### config.mk
export PLATFORM = sky130hd
export DESIGN_NAME = uart_bit_timer
export DESIGN_NICKNAME = d
export VERILOG_FILES = /design/src/rtl/uart_bit_timer.sv
export SDC_FILE = /design/constraint.sdc
export NUM_CORES = 1
export LEC_CHECK = 0
export ABC_AREA = 1
export CAP_MARGIN = 20
export CORE_UTILIZATION = 31
export CTS_CLUSTER_SIZE = 10
export DETAILED_ROUTE_END_ITERATION = 10
export DONT_BUFFER_PORTS = 1
export MAX_ROUTING_LAYER = met4
export SLEW_MARGIN = 5
export SYNTH_ARGS = -nofsm -noshare
export SYNTH_HDL_FRONTEND = slang
export SYNTH_SLANG_ARGS = --single-unit
### constraint.sdc
create_clock -name clk -period 1.7 [get_ports clk]
set_input_delay 0.34 -clock clk [delete_from_list [all_inputs] [get_ports clk]]
set_output_delay 0.34 -clock clk [all_outputs]
set_load 0.05 [all_outputs]
### src/rtl/uart_bit_timer.sv
// ---------------------------------------------------------------------------
// uart_bit_timer
//   Bit-timing engine for the UART TX/RX datapaths. Three cascaded counters
//   (clock prescaler -> oversample counter -> bit counter) are sequenced by a
//   two-state IDLE/RUN FSM driven by a start/abort handshake. The engine
//   emits registered strobes to the shift-register control.
//
//   Optional feature macro: UART_TIMER_MIDBIT_EN adds the mid_tick output
//   (centre-of-bit strobe for RX sampling).
//
// Ports
//   clk          rising-edge clock
//   reset_n      asynchronous active-low reset
//   start        begin a frame (sampled only in IDLE, wins over abort)
//   abort        cancel the running frame (sampled only in RUN)
//   divisor      D: one sample tick every D+1 clk cycles
//   frame_bits   N: bit periods per frame, N=0 makes start a no-op
//   busy         high while a frame is being timed
//   sample_tick  1-cycle strobe once per D+1 cycles in RUN
//   bit_tick     1-cycle strobe on the last sample tick of each bit
//   bit_index    index of the bit currently being timed
//   frame_done   1-cycle strobe coincident with the final bit_tick
//   mid_tick     (UART_TIMER_MIDBIT_EN) strobe on sample tick OS_RATE/2
// ---------------------------------------------------------------------------
module uart_bit_timer #(
  parameter int DIV_WIDTH = 16,
  parameter int OS_RATE   = 16,
  parameter int BIT_WIDTH = 4
) (
  input  logic                 clk,
  input  logic                 reset_n,
  input  logic                 start,
  input  logic                 abort,
  input  logic [DIV_WIDTH-1:0] divisor,
  input  logic [BIT_WIDTH-1:0] frame_bits,
  output logic                 busy,
  output logic                 sample_tick,
  output logic                 bit_tick,
  output logic [BIT_WIDTH-1:0] bit_index,
  output logic                 frame_done
`ifdef UART_TIMER_MIDBIT_EN
  ,
  output logic                 mid_tick
`endif
);

  localparam int OS_W = (OS_RATE > 1) ? $clog2(OS_RATE) : 1;
  localparam logic [OS_W-1:0]      OS_LAST  = OS_W'(OS_RATE - 1);
  localparam logic [OS_W-1:0]      OS_ONE   = OS_W'(1);
  localparam logic [DIV_WIDTH-1:0] DIV_ZERO = {DIV_WIDTH{1'b0}};
  localparam logic [DIV_WIDTH-1:0] DIV_ONE  = {{(DIV_WIDTH-1){1'b0}}, 1'b1};
  localparam logic [BIT_WIDTH-1:0] BIT_ZERO = {BIT_WIDTH{1'b0}};
  localparam logic [BIT_WIDTH-1:0] BIT_ONE  = {{(BIT_WIDTH-1){1'b0}}, 1'b1};

  typedef enum logic [0:0] {
    S_IDLE = 1'b0,
    S_RUN  = 1'b1
  } state_t;

  state_t                 state_r,  state_s;
  logic [DIV_WIDTH-1:0]   presc_r,  presc_s;
  logic [OS_W-1:0]        os_cnt_r, os_cnt_s;
  logic [BIT_WIDTH-1:0]   bit_idx_r, bit_idx_s;
  logic [DIV_WIDTH-1:0]   div_r,    div_s;
  logic [BIT_WIDTH-1:0]   nbits_r,  nbits_s;

  logic busy_r;
  logic sample_tick_r;
  logic bit_tick_r;
  logic frame_done_r;

  // Look-ahead strobes: the counter values for the *next* cycle decide what
  // that cycle shows, so every strobe can come straight out of a flop.
  // os_cnt counts sample ticks already completed in the current bit, so the
  // next tick is number os_cnt_s+1 of the bit.
  logic tick_s;
  logic bit_tick_s;
  logic frame_done_s;

  // Next-state and counter update logic.
  always_comb begin
    state_s   = state_r;
    presc_s   = presc_r;
    os_cnt_s  = os_cnt_r;
    bit_idx_s = bit_idx_r;
    div_s     = div_r;
    nbits_s   = nbits_r;

    case (state_r)
      S_IDLE: begin
        presc_s   = DIV_ZERO;
        os_cnt_s  = {OS_W{1'b0}};
        bit_idx_s = BIT_ZERO;
        if (start && (frame_bits != BIT_ZERO)) begin
          state_s = S_RUN;
          div_s   = divisor;
          nbits_s = frame_bits;
        end else begin
          state_s = S_IDLE;
        end
      end

      S_RUN: begin
        if (abort) begin
          // abort beats any tick that would fall due on this edge
          state_s   = S_IDLE;
          presc_s   = DIV_ZERO;
          os_cnt_s  = {OS_W{1'b0}};
          bit_idx_s = BIT_ZERO;
        end else begin
          if (presc_r == div_r) begin
            presc_s = DIV_ZERO;
          end else begin
            presc_s = presc_r + DIV_ONE;
          end

          // The registered strobes describe the cycle now ending.
          if (sample_tick_r) begin
            if (bit_tick_r) begin
              os_cnt_s = {OS_W{1'b0}};
              if (frame_done_r) begin
                state_s   = S_IDLE;
                presc_s   = DIV_ZERO;
                bit_idx_s = BIT_ZERO;
              end else begin
                bit_idx_s = bit_idx_r + BIT_ONE;
              end
            end else begin
              os_cnt_s = os_cnt_r + OS_ONE;
            end
          end else begin
            os_cnt_s = os_cnt_r;
          end
        end
      end

      default: begin
        state_s   = S_IDLE;
        presc_s   = DIV_ZERO;
        os_cnt_s  = {OS_W{1'b0}};
        bit_idx_s = BIT_ZERO;
      end
    endcase
  end

  // Strobe decode for the upcoming cycle.
  always_comb begin
    tick_s       = (state_s == S_RUN) && (presc_s == div_s);
    bit_tick_s   = tick_s && (os_cnt_s == OS_LAST);
    frame_done_s = bit_tick_s && (bit_idx_s == (nbits_s - BIT_ONE));
  end

  // State, counter and output registers.
  always_ff @(posedge clk or negedge reset_n) begin
    if (!reset_n) begin
      state_r       <= S_IDLE;
      presc_r       <= DIV_ZERO;
      os_cnt_r      <= {OS_W{1'b0}};
      bit_idx_r     <= BIT_ZERO;
      div_r         <= DIV_ZERO;
      nbits_r       <= BIT_ZERO;
      busy_r        <= 1'b0;
      sample_tick_r <= 1'b0;
      bit_tick_r    <= 1'b0;
      frame_done_r  <= 1'b0;
    end else begin
      state_r       <= state_s;
      presc_r       <= presc_s;
      os_cnt_r      <= os_cnt_s;
      bit_idx_r     <= bit_idx_s;
      div_r         <= div_s;
      nbits_r       <= nbits_s;
      busy_r        <= (state_s == S_RUN);
      sample_tick_r <= tick_s;
      bit_tick_r    <= bit_tick_s;
      frame_done_r  <= frame_done_s;
    end
  end

  assign busy        = busy_r;
  assign sample_tick = sample_tick_r;
  assign bit_tick    = bit_tick_r;
  assign bit_index   = bit_idx_r;
  assign frame_done  = frame_done_r;

`ifdef UART_TIMER_MIDBIT_EN
  localparam logic [OS_W-1:0] OS_MID = OS_W'(OS_RATE / 2 - 1);

  logic mid_tick_r;
  logic mid_tick_s;

  // Centre-of-bit strobe: the upcoming tick is number OS_RATE/2 of its bit.
  always_comb begin
    mid_tick_s = tick_s && (os_cnt_s == OS_MID);
  end

  // Mid-bit strobe register.
  always_ff @(posedge clk or negedge reset_n) begin
    if (!reset_n) begin
      mid_tick_r <= 1'b0;
    end else begin
      mid_tick_r <= mid_tick_s;
    end
  end

  assign mid_tick = mid_tick_r;
`endif

endmodule

==> results of run 1 <==
## cell usage in the layout (no fill, tap or decap), types with 4 or more instances in the layout
| master | count |
|---|---|
| clkbuf_8 | 6 |
| o21ai_0 | 18 |
| inv_2 | 11 |
| nor2_4 | 4 |
| nand4_1 | 13 |
| dfrtp_2 | 7 |
| dfrtp_1 | 41 |
| nor2_2 | 9 |
| nand3_4 | 4 |
| nand2_2 | 7 |
| nand3_2 | 8 |
| nand2_4 | 4 |
| buf_6 | 5 |
| nor3_1 | 4 |
| nand2_1 | 141 |
| o21ai_1 | 4 |
| xor2_1 | 4 |
| inv_1 | 81 |
| nand3_1 | 21 |
| nor2_1 | 34 |
| buf_4 | 94 |
## metrics by stage
stage	util	worst slack, ns	area (µm²)
global route	0.458	-0.480	4310
global placement	0.416	-0.389	3920
floorplan	-	-0.176	3110
CTS	0.455	-0.261	4280
detailed placement	0.416	-0.464	3920
finish	0.458	-0.328	4310
## worst max-delay path, cell delays in order, from the launching register on
cell and delay, ns:
dfrtp_1 0.39, buf_6 0.12, ha_4 0.15, nand2_4 0.07, nor2_4 0.22, nand3_2 0.09
nand2_1 0.08, nand2_1 0.06, inv_2 0.08, nand3_4 0.07, nand2_2 0.08, nand2_1 0.05
nor2_1 0.11, nand2_1 0.08, nor2_2 0.13, nand3_2 0.10, nor2_2 0.09
## cells by family (layout without fill, tap and decap cells)
logic type,Yosys count,in the layout,synth area share
AOI/OAI and AO/OA,35,35,0.0659
and+or+nand+nor,252,253,0.367
xor gates and xnor gates,10,10,0.0309
adders and majority gates,4,4,0.0163
buffers and inverters,100,205,0.129
DFF,48,48,0.391
## routing by layer
metal,vias to the layer above,wire length (µm)
met3,17,271
li1,1570,-
met4,0,127
met1,1398,3630
met5,-,0
met2,58,4260
## sequential cells by signal (all words and copies together) (netlist names)
register     cells
presc_r         16
os_cnt_r         4
frame_done       1
bit_tick         1
div_r           16
nbits_r          4
sample_tick      1
busy             1
bit_index        4
## report_power, final
| group | internal (mW) | switching (mW) | total (mW) | leakage (nW) |
|---|---|---|---|---|
| Combinational | 0.441 | 0.526 | 0.967 | 1.68 |
| Sequential | 1.25 | 0.0627 | 1.32 | 0.603 |
| Clock | 0.330 | 0.408 | 0.738 | 0.0434 |
| Total | 2.03 | 0.997 | 3.02 | 2.33 |
## layout make-up
type                    instances  area [µm²]
clock buffers                   6        82.6
fillers                       933        5100
clock inverters                 2        15.0
inverters                      93         352
multi-input cells             302        1630
flip-flops and latches         48        1210
repair buffers                104         867
well taps                     129         161
## what timing repair did
item                                   in CTS  in global routing
gates cloned                                2                  0
resized for setup                          40                  4
setup endpoints to repair                   4                  5
pin swaps                                  21                  2
hold buffers                                2                  0
setup buffers                               9                  2
endpoints found under the hold margin      48                  0
## worst max-delay path by stage
| stage | cells after the start | slack (ns) | end | startpoint |
|---|---|---|---|---|
| floorplan | 12 | -0.18 | frame_done | busy |
| global placement | 15 | -0.39 | frame_done | presc_r[0] |
| detailed placement | 15 | -0.46 | frame_done | presc_r[0] |
| CTS | 15 | -0.26 | frame_done | presc_r[1] |
| global route | 15 | -0.48 | frame_done | presc_r[1] |
| finish | 16 | -0.33 | frame_done | presc_r[1] |
==> key figures, run 1 <==
Run status
  – Status: finished with violations
  – Failing checks: negative setup slack

Floorplan
  – Die footprint: 10,300 µm²
  – Die W: 102 µm
  – Die height: 102 µm
  – Initial Utilization: 0.327
  – Core area: 9420 µm²
  – Row cnt: 35
  – Top Ports: 32

Setup path
  – CP startpoint kind: flip-flop
  – Crit. End Element: flip-flop
  – Critical Path AT: 2.27 ns
  – Critical Path RT: 1.95 ns
  – End of the worst register-to-register path: frame_done
  – Setup slack, reg-to-reg: -0.33 ns
  – R2R cell count: 16
  – Critical path class: flip-flop to flip-flop
  – CP Max Fanout: 8
  – RR Startpoint: presc_r[1]

Synth
  – Top_reg_cell synth: dfrtp_1
  – FF+latch count, synth: 48
  – Post-synth top cells: nand2_1, inv_1, dfrtp_1, nor2_1, nand3_1
  – Seq/Total Area, Yosys: 0.391
  – Cell Area, Synth: 3070 µm²
  – Synth warn: 0
  – Main area contributors after synthesis: dfrtp_1, nand2_1, inv_1
  – Post-synth ARST share: 1.00
  – Synth top area share: 0.391
  – Synthesized area per cell: 6.85 µm²
  – Synthesized net count: 477
  – Netlist cell types: 34
  – Top-count cell post-synth: nand2_1
  – Cell count after synthesis: 449
  – Synth area leader: dfrtp_1
  – Post-synth EDFFs: 0

Global routing
  – Initial antenna violation count: 0
  – Met2 GRT Util: 0.305
  – First-pass GRT wire length: 13,600 µm
  – Grt total ovfl: 0
  – Largest net degree at the start of global routing: 49
  – GRT busiest layer: met2
  – Grt met3 use: 0.0269
  – Vias in the first global route: 2,982
  – All-Layer GR Usage: 0.176
  – Met1 GRT Util: 0.210

Timing
  – Final number of max-transition violations: 0
  – Clk_skew: 0.0108 ns
  – # setup viols final: 4
  – F_max: 0.493 GHz
  – RSZ-0062 raised after global routing: yes
  – Worst slew margin: 0.748
  – Worst setup margin: -0.328 ns
  – Setup_tns: -0.917 ns
  – Min Hold Slack: 0.200 ns
  – Fin crit period: 2.03 ns
  – Final Cycle Share: 1.19
  – Slew @ Worst Pin: 0.375 ns
  – Fin. Hold Viols: 0

Pwr
  – Pwr dens: 701 nW/µm²
  – Max rail drop VDD: 308 µV
  – Leak pwr: 2.33 nW
  – Total power: 3.02 mW

Worst hold path
  – Worst Min Path Start: divisor[5]
  – Hold Path Depth: 2
  – Sink of the worst hold path: div_r[5]
  – Hold Crit Class: input pin to flip-flop

Finish
  – Fin nets: 582
  – Fraction of layout cells with a size suffix above 1: 0.323
  – Number of diodes: 0
  – Area grow syn2layout: 40.3%
  – Fin cells: 684

Routing
  – Total Wirelength: 8290 µm
  – DR vias/cell: 4.45
  – Post-route ant nets: 0
  – Drt wl/cell: 12.1 µm
  – Iteration-0 DRC Markers: 135
  – Drt first pass iters: 4
  – Via Count: 3,043
  – DRC Markers: 0

Place
  – # placed instances: 661
  – Port Buf Inserts: 0
  – GP Congestion: 0.950
  – Detailed Place HPWL: 6210 µm

Clock network
  – CTS root buf: clkbuf_8
  – CTS Buf Count: 5
  – CTS Buffer Depth: 2
  – Worst-skew pair later-pin latency: 0.31 ns
  – CTS sink count: 48
  – Clock transition at path regs: 0.10 ns
  – TritonCTS clock tree: done
  – Htree depth: 2

Job
  – Max-cap violation count: 0
No activity file was read; power rests on OpenSTA's default activity.
==> run 2, diff against run 1 <==
--- a/config.mk
+++ b/config.mk
@@ -7,6 +7,7 @@
 export LEC_CHECK = 0
 export ABC_AREA = 1
 export CAP_MARGIN = 20
+export CORE_ASPECT_RATIO = 1.1
 export CORE_UTILIZATION = 31
 export CTS_CLUSTER_SIZE = 10
 export DETAILED_ROUTE_END_ITERATION = 10
==> constraint.sdc (replaced) <==
create_clock -name clk -period 2.5 [get_ports clk]
set_input_delay 0.5 -clock clk [delete_from_list [all_inputs] [get_ports clk]]
set_output_delay 0.5 -clock clk [all_outputs]
set_load 0.05 [all_outputs]
==> run 2 against run 1 <==
  * The run now ends clean
  * Highest routed layer unchanged
  * Combinational power down 53%
  * Largest cell class unchanged
  * Clock power down 36%
  * Clock-buffer cell count up 2
  * Critical path type unchanged
  * Fmax down 7.3%
==> key figures, run 2 (same netlist as run 1, synthesis figures left out) <==
Run status
  – Status: finished clean

Timing
  – Worst slew margin: 0.664
  – Slew @ Worst Pin: 0.504 ns
  – # setup viols final: 0
  – Fin. Hold Viols: 0
  – RSZ-0062 raised after global routing: no
  – Worst setup margin: 0.312 ns
  – Clk_skew: 0.00695 ns
  – Setup_tns: 0 ns
  – Min Hold Slack: 0.0368 ns
  – Final number of max-transition violations: 0
  – F_max: 0.457 GHz
  – Fin crit period: 2.19 ns
  – Final Cycle Share: 0.875

Clock network
  – CTS Buffer Depth: 2
  – Worst-skew pair later-pin latency: 0.30 ns
  – CTS root buf: clkbuf_8
  – TritonCTS clock tree: done
  – CTS sink count: 48
  – Htree depth: 2
  – Post-CTS Setup Inserts: 0
  – Clock transition at path regs: 0.09 ns
  – CTS Buf Count: 5

Setup path
  – RR Startpoint: presc_r[10]
  – R2R cell count: 14
  – Critical Path RT: 2.73 ns
  – Setup slack, reg-to-reg: 0.31 ns
  – Crit. End Element: flip-flop
  – CP startpoint kind: flip-flop
  – CP Max Fanout: 26
  – End of the worst register-to-register path: frame_done
  – Critical Path AT: 2.42 ns
  – Critical path class: flip-flop to flip-flop

Routing
  – Iteration-0 DRC Markers: 141
  – Via Count: 2,664
  – Drt wl/cell: 12.1 µm
  – Drt first pass iters: 4
  – Post-route ant nets: 0
  – DR vias/cell: 4.60
  – DRC Markers: 0
  – Total Wirelength: 6990 µm

Place
  – Post-DP Area: 3250 µm²
  – Port Buf Inserts: 0
  – GP Congestion: 0.829
  – Detailed Place HPWL: 5470 µm
  – Pre-CTS WS: 0.247 ns

Floorplan
  – Die height: 106 µm
  – Top Ports: 32
  – Core area: 9490 µm²
  – Initial Utilization: 0.324
  – Row cnt: 37
  – Die W: 97.0 µm
  – Die footprint: 10,300 µm²

Finish
  – Area grow syn2layout: 9.52%
  – FILL cells: 1,026
  – Most frequent cells in the layout: nand2_1, inv_1, dfrtp_1
  – Fin area: 3370 µm²
  – Fraction of layout cells with a size suffix above 1: 0.104
  – Commonest non-fill, non-tap cell in the layout: nand2_1
  – Multi-input combinational cell area: 1480 µm²
  – Fin nets: 488
  – Biggest regs: div_r: 16 flops, presc_r: 16 flops
  – Register area: 1200 µm²

Global routing
  – Grt total ovfl: 0
  – Vias in the first global route: 2,653
  – All-Layer GR Usage: 0.152
  – Largest net degree at the start of global routing: 49
  – First-pass GRT wire length: 12,300 µm
  – Initial antenna violation count: 1

Job
  – Max-cap violation count: 0

Pwr
  – Max rail drop VDD: 256 µV
  – Pwr dens: 539 nW/µm²
  – Total power: 1.82 mW
  – Leak pwr: 1.83 nW

Worst hold path
  – Hold Crit Class: input pin to asynchronous set/reset pin
run 2: layout make-up:
| cell class | instances | area share |
|---|---|---|
| Timing Repair Buffer | 11 | 0.0305 |
| Clock buffer | 8 | 0.0268 |
| Inverter | 93 | 0.104 |
| Sequential cell | 48 | 0.357 |
| Antenna cell | 1 | 0.000743 |
| Multi-Input combinational cell | 301 | 0.438 |
| Tap cell | 117 | 0.0435 |
run 2: how the worst max path moves through the flow:
stage                        startpoint          to  slack (ns)  cells after the start
after global routing        presc_r[10]  frame_done         0.1                     14
after CTS                    presc_r[1]  frame_done        0.29                     11
after detailed placement  frame_bits[3]  frame_done        0.25                     10
after global placement    frame_bits[3]  frame_done        0.33                     14
after floorplan                    busy  frame_done        0.29                     10
final                       presc_r[10]  frame_done        0.31                     14
run 2: timing repair:
item	CTS	global route
resized for setup	0	0
endpoints found under the hold margin	48	0
hold buffers	1	0
run 2: through the flow:
stage          instances  utilization
6_report             579        0.355
5_1_grt              579        0.355
4_1_cts              578        0.355
3_5_place_dp         569        0.342
3_3_place_gp         569        0.342
2_1_floorplan        449            -
run 2: critical path, cell delays in order, from the launching register on:
cell,delay (ns)
dfrtp_1,0.48
inv_2,0.06
nand2_1,0.06
nand2_1,0.08
nor2_1,0.11
nand2_1,0.09
nor2_2,0.17
nand2_4,0.22
nand4_1,0.14
nand2_1,0.06
nor2_1,0.22
nand3_1,0.12
nor2_2,0.13
nand3_2,0.09
nor2_2,0.08
run 2: per-layer routing:
layer | wire [µm] | vias to the layer above | track usage
met3 | 316 | 6 | 0.0289
met4 | 57 | 0 | 0.0352
li1 | - | 1378 | -
met2 | 3370 | 59 | 0.255
met1 | 3240 | 1221 | 0.190
met5 | 0 | - | -
run 2: power by group:
part	leakage (nW)	switching [mW]	internal, mW
registers	0.614	0.0390	0.852
logic	1.17	0.300	0.154
clock network	0.0455	0.245	0.226
==> run 3, diff against run 2 <==
--- a/config.mk
+++ b/config.mk
@@ -7,7 +7,7 @@
 export LEC_CHECK = 0
 export ABC_AREA = 1
 export CAP_MARGIN = 20
-export CORE_ASPECT_RATIO = 1.1
+export CORE_ASPECT_RATIO = 2
 export CORE_UTILIZATION = 31
 export CTS_CLUSTER_SIZE = 10
 export DETAILED_ROUTE_END_ITERATION = 10
==> constraint.sdc (replaced) <==
create_clock -name clk -period 2.3 [get_ports clk]
set_input_delay 0.46 -clock clk [delete_from_list [all_inputs] [get_ports clk]]
set_output_delay 0.46 -clock clk [all_outputs]
set_load 0.05 [all_outputs]
==> run 3 against run 2 <==
  * The flow now finishes with violations (design-rule violations)
  * Largest cell class unchanged
  * Final area rose by 4.0%
  * Clock-buffer cell count fell by 3
  * Hold slack got worse by 0.024 ns
  * Highest routed layer unchanged
  * Power rose by 29%
  * Die area rose by 0.22%
  * Global-route usage rose by 1.3 points
  * Sequential share of layout area fell by 1.3 points
  * Core utilization rose by 0.63 points
  * First-iteration DRC count fell by 16%
==> key figures, run 3 (same netlist as run 1, synthesis figures left out) <==
Floorplan
  – Core area: 9700 µm²
  – Die footprint: 10,300 µm²
  – Die W: 72.4 µm
  – Die height: 143 µm
  – Top Ports: 32
  – Row cnt: 51
  – Initial Utilization: 0.317

Setup path
  – CP startpoint kind: flip-flop
  – Critical Path RT: 2.53 ns
  – Critical Path AT: 2.38 ns
  – Critical path class: flip-flop to flip-flop
  – CP Max Fanout: 4
  – Crit. End Element: flip-flop

Global routing
  – Largest net degree at the start of global routing: 49
  – First-pass GRT wire length: 12,600 µm
  – Grt total ovfl: 0
  – Initial antenna violation count: 0
  – All-Layer GR Usage: 0.166
  – Vias in the first global route: 2,792

Timing
  – RSZ-0062 raised after global routing: no
  – Fin. Hold Viols: 0
  – Clk_skew: 0.00909 ns
  – Setup_tns: 0 ns
  – # setup viols final: 0
  – Min Hold Slack: 0.0126 ns
  – Slew @ Worst Pin: 0.504 ns
  – F_max: 0.466 GHz
  – Worst slew margin: 0.664
  – Final number of max-transition violations: 0
  – Final Cycle Share: 0.933
  – Fin crit period: 2.15 ns

Clock network
  – CTS root buf: clkbuf_16
  – CTS Buffer Depth: 2
  – CTS Buf Count: 5
  – Clock transition at path regs: 0.07 ns
  – CTS sink count: 48
  – TritonCTS clock tree: done
  – Htree depth: 2
  – Worst-skew pair later-pin latency: 0.29 ns

Finish
  – Fin nets: 490
  – Fin area: 3500 µm²
  – Biggest regs: div_r: 16 flops, presc_r: 16 flops
  – Most frequent cells in the layout: nand2_1, inv_1, dfrtp_1
  – FILL cells: 1,078
  – Multi-input combinational cell area: 1480 µm²
  – Register area: 1200 µm²
  – Commonest non-fill, non-tap cell in the layout: nand2_1
  – Fraction of layout cells with a size suffix above 1: 0.114
  – Layout Utilization: 0.361
  – Number of diodes: 0
  – Area grow syn2layout: 13.9%

Job
  – Max-cap violation count: 0

Pwr
  – Pwr dens: 670 nW/µm²
  – Leak pwr: 1.87 nW
  – Max rail drop VDD: 372 µV

Place
  – Detailed Place HPWL: 6290 µm
  – Port Buf Inserts: 0
  – GP Congestion: 0.968
  – Post-DP Area: 3290 µm²

Routing
  – Post-route ant nets: 0
  – Routed length on met3: 133 µm
  – DR vias/cell: 4.60
  – Via Count: 2,736
  – Total Wirelength: 7890 µm
  – Drt wl/cell: 13.3 µm
  – Met2 wire length: 4750 µm
  – DRC Markers: 1
  – DR top layer: met4
  – Iteration-0 DRC Markers: 119
  – Met1 WL: 2720 µm
  – Drt first pass iters: 9

Run status
  – Failing checks: design-rule violations
  – Status: finished with violations

Worst hold path
  – Hold Crit Class: input pin to asynchronous set/reset pin
## run 3: power by group
part	total (mW)	switching, mW	internal [mW]
clock network	0.847	0.330	0.517
registers	0.973	0.0453	0.928
logic	0.526	0.343	0.182
total	2.35	0.718	1.63
## run 3: final timing paths
kind	from	to	slack (ns)	cells after the start
min	reset_n	div_r[0]	0.01	1
min in group clk	frame_bits[3]	nbits_r[3]	0.33	2
max	presc_r[1]	frame_done	0.15	10
max reg2reg	presc_r[1]	frame_done	0.15	10
min reg2reg	nbits_r[3]	nbits_r[3]	0.50	2
max in group asynchronous	reset_n	presc_r[2]	2.04	1
## run 3: layer usage
layer | vias up | global-route usage
met1 | 1279 | 0.144
met4 | 0 | 0.0795
met2 | 52 | 0.336
li1 | 1388 | -
met3 | 17 | 0.0155
met5 | - | -
## run 3: timing repair
item,CTS,global route
hold endpoints to repair,48,0
setup endpoints to repair,0,2
hold buffers,1,0
buffers inserted,0,0
gates resized for setup,0,2
## run 3: stage by stage
step	total power, mW	cells	worst slack (ns)
after CTS	2.39	595	0.168
after global placement	1.49	586	0.146
after floorplan	1.35	449	0.0922
after detailed placement	1.50	586	0.141
after global routing	2.48	595	0.0198
final	2.35	595	0.155
## run 3: layout make-up
class	instances	area share
clock inverter	3	0.0132
sequential	48	0.343
clock buffer	5	0.0357
tap	132	0.0472
inverter	93	0.0997
timing repair buffer	13	0.0372
multi-input combinational	301	0.424
## run 3: critical path, cell delays in order, from the launching register on
cell      delay, ns
dfrtp_1        0.43
ha_1           0.29
inv_1          0.03
nor2_1         0.24
a21boi_0       0.46
nor2_1         0.08
nor2_1         0.12
nand3_1        0.14
nor2_2         0.13
nand3_2        0.09
nor2_2         0.08
